**src/rtl/sseg4_scan_ctrl_if.sv**
```systemverilog
// Digit-register write port for the four-digit seven-segment scan controller.
// The master drives a write; the scan controller (slave) samples it on clk.
interface sseg4_scan_ctrl_if;
  logic       wr_en;
  logic [1:0] wr_addr;
  logic [3:0] wr_data;
  logic       wr_dp;
  logic       wr_on;

  modport master (output wr_en, wr_addr, wr_data, wr_dp, wr_on);
  modport slave  (input  wr_en, wr_addr, wr_data, wr_dp, wr_on);
endinterface

```
**src/rtl/sseg4_scan_ctrl.sv**
```systemverilog
// Time-multiplexed scan of four common-anode seven-segment digits, with a
// dark guard interval at the start of every digit slot to suppress ghosting.
module sseg4_scan_ctrl #(
  parameter int DIGIT_CYCLES = 100000,
  parameter int BLANK_CYCLES = 2000
) (
  input  logic              clk,
  input  logic              reset,
  sseg4_scan_ctrl_if.slave  wr,
  output logic [6:0]        seg,
  output logic              dp,
  output logic [3:0]        an,
  output logic              frame_tick
);

  localparam int            CW       = $clog2(DIGIT_CYCLES);
  localparam logic [CW-1:0] CNT_LAST = CW'(DIGIT_CYCLES - 1);
  localparam logic [CW-1:0] CNT_SHOW = CW'(BLANK_CYCLES);

  typedef struct packed {
    logic [3:0] value;
    logic       dp;
    logic       on;
  } digit_t;

  digit_t        digits [4];
  logic [CW-1:0] cnt;
  logic [1:0]    idx;
  logic          slot_end;

  digit_t        cur;
  logic [3:0]    an_d;
  logic [6:0]    seg_d;
  logic          dp_d;

  // Active-low {g,f,e,d,c,b,a} glyphs for hex digits.
  function automatic logic [6:0] hex7(input logic [3:0] v);
    case (v)
      4'h0: hex7 = 7'b1000000;
      4'h1: hex7 = 7'b1111001;
      4'h2: hex7 = 7'b0100100;
      4'h3: hex7 = 7'b0110000;
      4'h4: hex7 = 7'b0011001;
      4'h5: hex7 = 7'b0010010;
      4'h6: hex7 = 7'b0000010;
      4'h7: hex7 = 7'b1111000;
      4'h8: hex7 = 7'b0000000;
      4'h9: hex7 = 7'b0010000;
      4'hA: hex7 = 7'b0001000;
      4'hB: hex7 = 7'b0000011;
      4'hC: hex7 = 7'b1000110;
      4'hD: hex7 = 7'b0100001;
      4'hE: hex7 = 7'b0000110;
      default: hex7 = 7'b0001110;
    endcase
  endfunction

  assign slot_end   = (cnt == CNT_LAST);
  assign frame_tick = slot_end && (idx == 2'd3);

  // NOTE: sequential state uses non-blocking assignments so every flop
  // samples the pre-edge values, independent of block ordering.
  always_ff @(posedge clk or posedge reset) begin
    if (reset) begin
      cnt <= '0;
      idx <= '0;
    end else if (slot_end) begin
      cnt <= '0;
      idx <= idx + 2'd1;
    end else begin
      cnt <= cnt + CW'(1);
    end
  end

  // NOTE: the digit file is reset explicitly; after reset every digit must
  // read back dark, so these registers cannot be left uninitialised.
  always_ff @(posedge clk or posedge reset) begin
    if (reset) begin
      for (int i = 0; i < 4; i++) digits[i] <= '0;
    end else if (wr.wr_en) begin
      digits[wr.wr_addr] <= {wr.wr_data, wr.wr_dp, wr.wr_on};
    end
  end

  // NOTE: blocking assignments with defaults at the top keep this block
  // purely combinational; every path assigns every output, so no latches.
  always_comb begin
    cur   = digits[idx];
    an_d  = 4'b1111;
    seg_d = 7'b1111111;
    dp_d  = 1'b1;
    if (cnt >= CNT_SHOW) begin
      an_d[idx] = 1'b0;
      if (cur.on) begin
        seg_d = hex7(cur.value);
        dp_d  = ~cur.dp;
      end
    end
  end

  // Registered pins: at most one anode low, even across a slot boundary.
  always_ff @(posedge clk or posedge reset) begin
    if (reset) begin
      an  <= 4'b1111;
      seg <= 7'b1111111;
      dp  <= 1'b1;
    end else begin
      an  <= an_d;
      seg <= seg_d;
      dp  <= dp_d;
    end
  end

endmodule

```
**src/flat_wrapper.sv**
```systemverilog
// flat-port wrapper written by rule: the top's interface ports become plain ports
module sseg4_scan_ctrl_flat 
#(
  parameter int DIGIT_CYCLES = 100000,
  parameter int BLANK_CYCLES = 2000
)
  (clk, reset, seg, dp, an, frame_tick, wr_wr_en, wr_wr_addr, wr_wr_data, wr_wr_dp, wr_wr_on);
  sseg4_scan_ctrl_if wr_i ();
  input  logic clk;
  input  logic reset;
  output logic [6:0] seg;
  output logic dp;
  output logic [3:0] an;
  output logic frame_tick;
  input wire logic [$bits(wr_i.wr_en)-1:0] wr_wr_en;
  input wire logic [$bits(wr_i.wr_addr)-1:0] wr_wr_addr;
  input wire logic [$bits(wr_i.wr_data)-1:0] wr_wr_data;
  input wire logic [$bits(wr_i.wr_dp)-1:0] wr_wr_dp;
  input wire logic [$bits(wr_i.wr_on)-1:0] wr_wr_on;
  assign wr_i.wr_en = wr_wr_en;
  assign wr_i.wr_addr = wr_wr_addr;
  assign wr_i.wr_data = wr_wr_data;
  assign wr_i.wr_dp = wr_wr_dp;
  assign wr_i.wr_on = wr_wr_on;
  sseg4_scan_ctrl #(.DIGIT_CYCLES(DIGIT_CYCLES), .BLANK_CYCLES(BLANK_CYCLES)) u_core (.clk(clk), .reset(reset), .wr(wr_i), .seg(seg), .dp(dp), .an(an), .frame_tick(frame_tick));
endmodule
```
**config.mk**
```make
export PLATFORM = sky130hd
export DESIGN_NAME = sseg4_scan_ctrl_flat
export DESIGN_NICKNAME = d
export VERILOG_FILES = /design/src/rtl/sseg4_scan_ctrl_if.sv /design/src/rtl/sseg4_scan_ctrl.sv /design/src/flat_wrapper.sv
export SDC_FILE = /design/constraint.sdc
export NUM_CORES = 1
export LEC_CHECK = 0
export CAP_MARGIN = 20
export CELL_PAD_IN_SITES_DETAIL_PLACEMENT = 0
export CELL_PAD_IN_SITES_GLOBAL_PLACEMENT = 1
export CORE_MARGIN = 1.5
export CORE_UTILIZATION = 35
export DETAILED_ROUTE_END_ITERATION = 16
export HOLD_SLACK_MARGIN = 0.05
export PLACE_DENSITY = 0.61
export SYNTH_ARGS = -nofsm -noshare
export SYNTH_HDL_FRONTEND = slang
export SYNTH_SLANG_ARGS = --single-unit
```
**constraint.sdc**
```tcl
create_clock -name clk -period 2.5 [get_ports clk]
set_input_delay 0.5 -clock clk [delete_from_list [all_inputs] [get_ports clk]]
set_output_delay 0.5 -clock clk [all_outputs]
set_load 0.02 [all_outputs]
```
# Word-level counts from Yosys, hierarchy flattened
# Memory sizes are Yosys's and may differ from the RTL's.
# Cells that the tools add are included.
[word_totals] register_bits=55 romBits=112 input_bits=11 wordCells=49 n_memories=1
[op_classes] addsub=2 n_lt_le_gt_ge=6 n_eq_ne=2 mux=14 n_bitwise=4 n_reduce_logical=3
[memory_table] name="(no name shown)" words=16 word_bits=7 rd=1 rd_clocked_by_memory_dff=0 write_ports=0 line="sseg4_scan_ctrl.sv:38" text="case (v)"
[op_table] op="$bwmux 24" count=1
[op_table] op="$mux 6" count=3
[op_table] op="$add 17x1->17 const B" count=1
[op_table] op="$eq 17x17->1 const B" count=1
[op_table] op="$ge 17x11->1 const B" count=1
[op_table] op="$mux 17" count=1
[op_table] op="$mux 7" count=2
[op_table] op="$bmux 6 s2" count=1
[op_table] op="$demux 6 s2" count=1
[op_table] op="$ge 3x3->1 const B" count=2
[op_table] op="$not 2->3" count=2
[op_table] op="$mux 4" count=1
[op_table] op="$not 4->4" count=1
[op_table] op="$logic_and 1x1->1" count=3
[op_table] op="$lt 2x3->1 const B" count=1
[op_table] op="$lt 3x1->1 const B" count=1
[op_table] op="$mux 1" count=3
[op_table] op="$add 2x1->2 const B" count=1
[op_table] op="$demux 1 s2" count=1
[op_table] op="$eq 2x2->1 const B" count=1
[op_table] op="$ge 2x1->1 const B" count=1
[op_table] op="$not 1->1" count=1

# Depth between registers and ports, before layout
# Gate-level depths: netlist (run 1).
[logic_depth] word_depth=7 ltp_mapped=7

# Least setup slack after synthesis (run 1)
# Ideal clock, no wire load.
[synth_path] path_kind="register -> output" start="register u_core.cnt[11]" end="output port frame_tick" t_arrival_ns=1.407 required_time_ns=2.000 setup_slack_ns=0.593 stages_incl_launch_ff=5 n_path_buf=0 path_cell_list="dfrtp_1 nor4_1 nand4_1 nor2_4 and2_1"
[synth_via] elab_chain_len=2
[synth_rtl] element="from (decl)" line="sseg4_scan_ctrl.sv:27" text="logic [CW-1:0] cnt;"
[synth_rtl] element="from (signal assigned)" line="sseg4_scan_ctrl.sv:71" text="cnt <= cnt + CW'(1);"
[synth_rtl] element="$eq 17x17->1" line="sseg4_scan_ctrl.sv:58" text="assign slot_end = (cnt == CNT_LAST);"
[synth_rtl] element="$logic_and 1x1->1" line="sseg4_scan_ctrl.sv:59" text="assign frame_tick = slot_end && (idx == 2'd3);"
[synth_rtl] element="to (decl)" line="flat_wrapper.sv:14" text="output logic frame_tick;"
# No other way between the ends.

# Worst setup path after layout (run 1)
[layout_path] start="register u_core.cnt[6]" end="output port frame_tick"
# Same word-level chain as after synthesis.

==> summary.txt, run 1 <==
Synth
  – Synth area leaders: dfrtp_1, dfstp_2, mux2_2
  – Yosys warning count: 0
  – Async set or reset register ratio after synthesis: 100%
  – Post-Synthesis Cells: 214
  – Number of synthesized flops with an enable pin: 0
  – Top-area cell type share of the netlist area: 39.8%
  – Mean area per synthesized cell: 12.6 um2
  – Post-synthesis cell type count: 36
  – Post-synth top area cell: dfrtp_1
  – Mapped Area: 0.00270 mm2
  – #FFs+latches synth: 55
  – Syn nets: 237
  – Register area share after synthesis: 51.5%
  – Primary FF master, synth: dfrtp_1

Min path
  – HP Class: register to register

Cells and area
  – Layout cells sized above 1: 25.8%
  – P&R area growth vs syn: 18.6%
  – Post-route cell area: 0.00321 mm2
  – Layout Cells excl Fill: 347
  – N_diodes: 0
  – Final nets: 270

Clock network
  – Sink Count: 55
  – CTS Hold Buffers Added: 0
  – CTS Root Cell: clkbuf_8
  – Clk_lat worst skew: 300 ps
  – Largest buffer count on any clock path: 2
  – TritonCTS clock tree: done
  – H-tree level count: 2
  – Worst-path clk slew: 100 ps
  – Inserted Clock Buffers: 5

Setup path
  – Critical path peak fanout: 6
  – CP Class: register to output pin
  – CP Capture Type: output pin
  – Worst path required time: 2000 ps
  – Reg2reg setup slack: 410 ps
  – CP arrival: 1870 ps
  – CP Launch Type: register

Placement
  – Placed inst area: 0.00309 mm2
  – Gpl congestion: 0.728
  – Port Buffer Count: 23
  – Detailed placer's ending HPWL: 3.26 mm
  – Placed Cells: 338
  – Place WS: 83.1 ps

Flow run
  – Total of max-cap violations: 0

GRT
  – Wire length of the first global-routing pass: 8.39 mm
  – Largest net degree at the start of global routing: 56
  – Gr usage total: 12.7%
  – Grt total ovfl: 0
  – Number of global-route vias before repair: 1,717
  – Initial antenna violation count: 0

Power and ir drop
  – P per Cell Area: 588 mW/mm2
  – Maximum VDD drop: 0.000229 V
  – LEAKAGE: 1.32 nW

STA
  – Slew @ Worst Pin: 435 ps
  – Slew headroom: 70.9%
  – Fmax: 421 MHz
  – Clock skew: 3.86 ps
  – RSZ-0062 raised after global routing: false
  – Final slew viol count: 0
  – Final setup TNS: 0 ps
  – Final Hold Violating Endpoints: 0
  – Crit path time final: 2370 ps
  – Crit share post-route: 94.9%
  – Setup ws final: 127 ps
  – Setup Viol. Count Final: 0

Floorplanning
  – Row count: 31
  – Total Die Area: 0.00826 mm2
  – Die width: 90.9 um
  – Starting Density: 36.7%
  – Die height: 90.9 um
  – IO Pins: 24
  – Core Area: 0.00737 mm2

Drt
  – Post-Route WL: 4.73 mm
  – Router iterations before antenna repair: 4
  – Wire per inst: 13.6 um
  – DRT antenna net count: 0
  – Vias: 1,684
  – Initial DRC count: 93
  – # DRC: 0
  – Via/cell ratio: 4.85

Status
  – Status: finished clean
-- what timing repair did --
item                       in CTS  in global routing
gates resized for setup         2                  0
buffers inserted                0                  1
setup endpoints to repair       1                  1
pin swaps                       1                  1
-- stage by stage --
step	hold slack [ps]	power [mW]	util (%)
2_1_floorplan	458	1.25	-
5_1_grt	533	2.00	43.5
6_report	507	1.89	43.5
3_3_place_gp	477	1.32	41.9
4_1_cts	512	1.92	43.4
3_5_place_dp	480	1.32	41.9
-- cells by family (layout without fill, tap and decap cells) --
family                   count (synthesis)  in the layout  synth area share (%)
buffers and inverters                   12             46                  2.36
flip-flops                              55             55                  51.5
AND/OR/NAND/NOR                         68             68                  14.0
adder cells (fa/ha/maj)                 12             12                  5.55
AO/OA/AOI/OAI                           15             15                  3.75
XOR/XNOR                                18             18                  5.83
multiplexers                            34             34                  17.0
-- metal layers --
| metal | vias to the layer above | wire [um] | global-route usage [%] |
|---|---|---|---|
| met5 | - | 0 | 0 |
| met4 | 0 | 44 | 3.13 |
| met3 | 4 | 156 | 2.53 |
| met2 | 35 | 2010 | 18.8 |
| met1 | 824 | 2510 | 19.1 |
| li1 | 821 | - | - |
-- registers in the layout, indices dropped and copies added, names as in the netlist --
name / flops
u_core.digits: 24
u_core.cnt: 17
u_core.seg: 7
u_core.an: 4
u_core.idx: 2
u_core.dp: 1
-- synthesized netlist by cell type, types with 4 or more instances --
library cell   n
xnor2_1        5
nor2_1        12
ha_1          12
nand4_1        4
nand2_1       15
mux2_2        24
dfrtp_1       43
o211ai_1       5
inv_1          7
xor2_1        13
mux4_2         7
nand3_1       12
dfstp_2       12
-- critical path: stages, from the launching register on --
cell	delay, ps
dfrtp_1	450
nor4b_1	310
nand4_1	220
nor2_4	130
and2_1	140
dlygate4sd2_1	330
-- power by group --
| part | switching, mW | leakage [nW] | internal, mW |
|---|---|---|---|
| clock | 0.285 | 0.0514 | 0.299 |
| sequential | 0.0443 | 0.661 | 0.964 |
| combinational | 0.134 | 0.609 | 0.159 |
-- path summary, 6_finish.rpt --
path                               endpoint     startpoint  cells after the start
max                              frame_tick  u_core.cnt[6]                      5
min                           u_core.cnt[0]  u_core.cnt[0]                      1
max reg2reg                   u_core.seg[4]  u_core.idx[0]                      5
min reg2reg                   u_core.cnt[0]  u_core.cnt[0]                      1
max in group asynchronous     u_core.seg[6]          reset                      3
min in group asynchronous  u_core.digits[6]          reset                      3
-- cells in the final DEF, fill, tap and decap left out, drive strengths merged --
cell type	netlist	layout
a21oi	2	2
and2	3	3
and3	3	3
and4	3	3
buf	5	8
bufinv	0	1
clkbuf	0	6
clkdlybuf4s50	0	22
clkinvlp	0	1
dfrtp	43	43
dfstp	12	12
dlygate4sd2	0	1
ha	12	12
inv	7	7
mux2	26	26
mux2i	1	1
mux4	7	7
nand2	15	15
nand2b	2	2
nand3	12	12
nand3b	3	3
nand4	4	4
nor2	13	13
nor2b	2	2
nor3b	3	3
nor4	1	1
nor4b	1	1
o211ai	5	5
o21a	1	1
o21ai	5	5
o221ai	1	1
o31ai	1	1
or2	2	2
or4b	1	1
xnor2	5	5
xor2	13	13
-- layout make-up --
cell class	instances	area (um2)
Clock buffer	6	72.6
Inverter	7	26.3
Fill cell	709	4160
Clock inverter	2	37.5
Multi-Input combinational cell	147	1250
Sequential cell	55	1390
Tap cell	99	124
Timing Repair Buffer	31	302
Power figures use the tool's default switching activity.
==> run 2: changes to the inputs <==
--- a/config.mk
+++ b/config.mk
@@ -10,6 +10,7 @@
 export CELL_PAD_IN_SITES_GLOBAL_PLACEMENT = 1
 export CORE_MARGIN = 1.5
 export CORE_UTILIZATION = 35
+export CTS_CLUSTER_DIAMETER = 120
 export DETAILED_ROUTE_END_ITERATION = 16
 export HOLD_SLACK_MARGIN = 0.05
 export PLACE_DENSITY = 0.61
==> results of run 2 <==
No change in the layout: final DEF, timing and power equal those of run 1.
==> run 3: changes to the inputs <==
--- a/config.mk
+++ b/config.mk
@@ -11,8 +11,9 @@
 export CORE_MARGIN = 1.5
 export CORE_UTILIZATION = 35
 export CTS_CLUSTER_DIAMETER = 120
+export CTS_CLUSTER_SIZE = 24
 export DETAILED_ROUTE_END_ITERATION = 16
-export HOLD_SLACK_MARGIN = 0.05
+export HOLD_SLACK_MARGIN = 0.12
 export PLACE_DENSITY = 0.61
 export SYNTH_ARGS = -nofsm -noshare
 export SYNTH_HDL_FRONTEND = slang
==> results of run 3 <==
No change in the layout: final DEF, timing and power equal those of run 1.
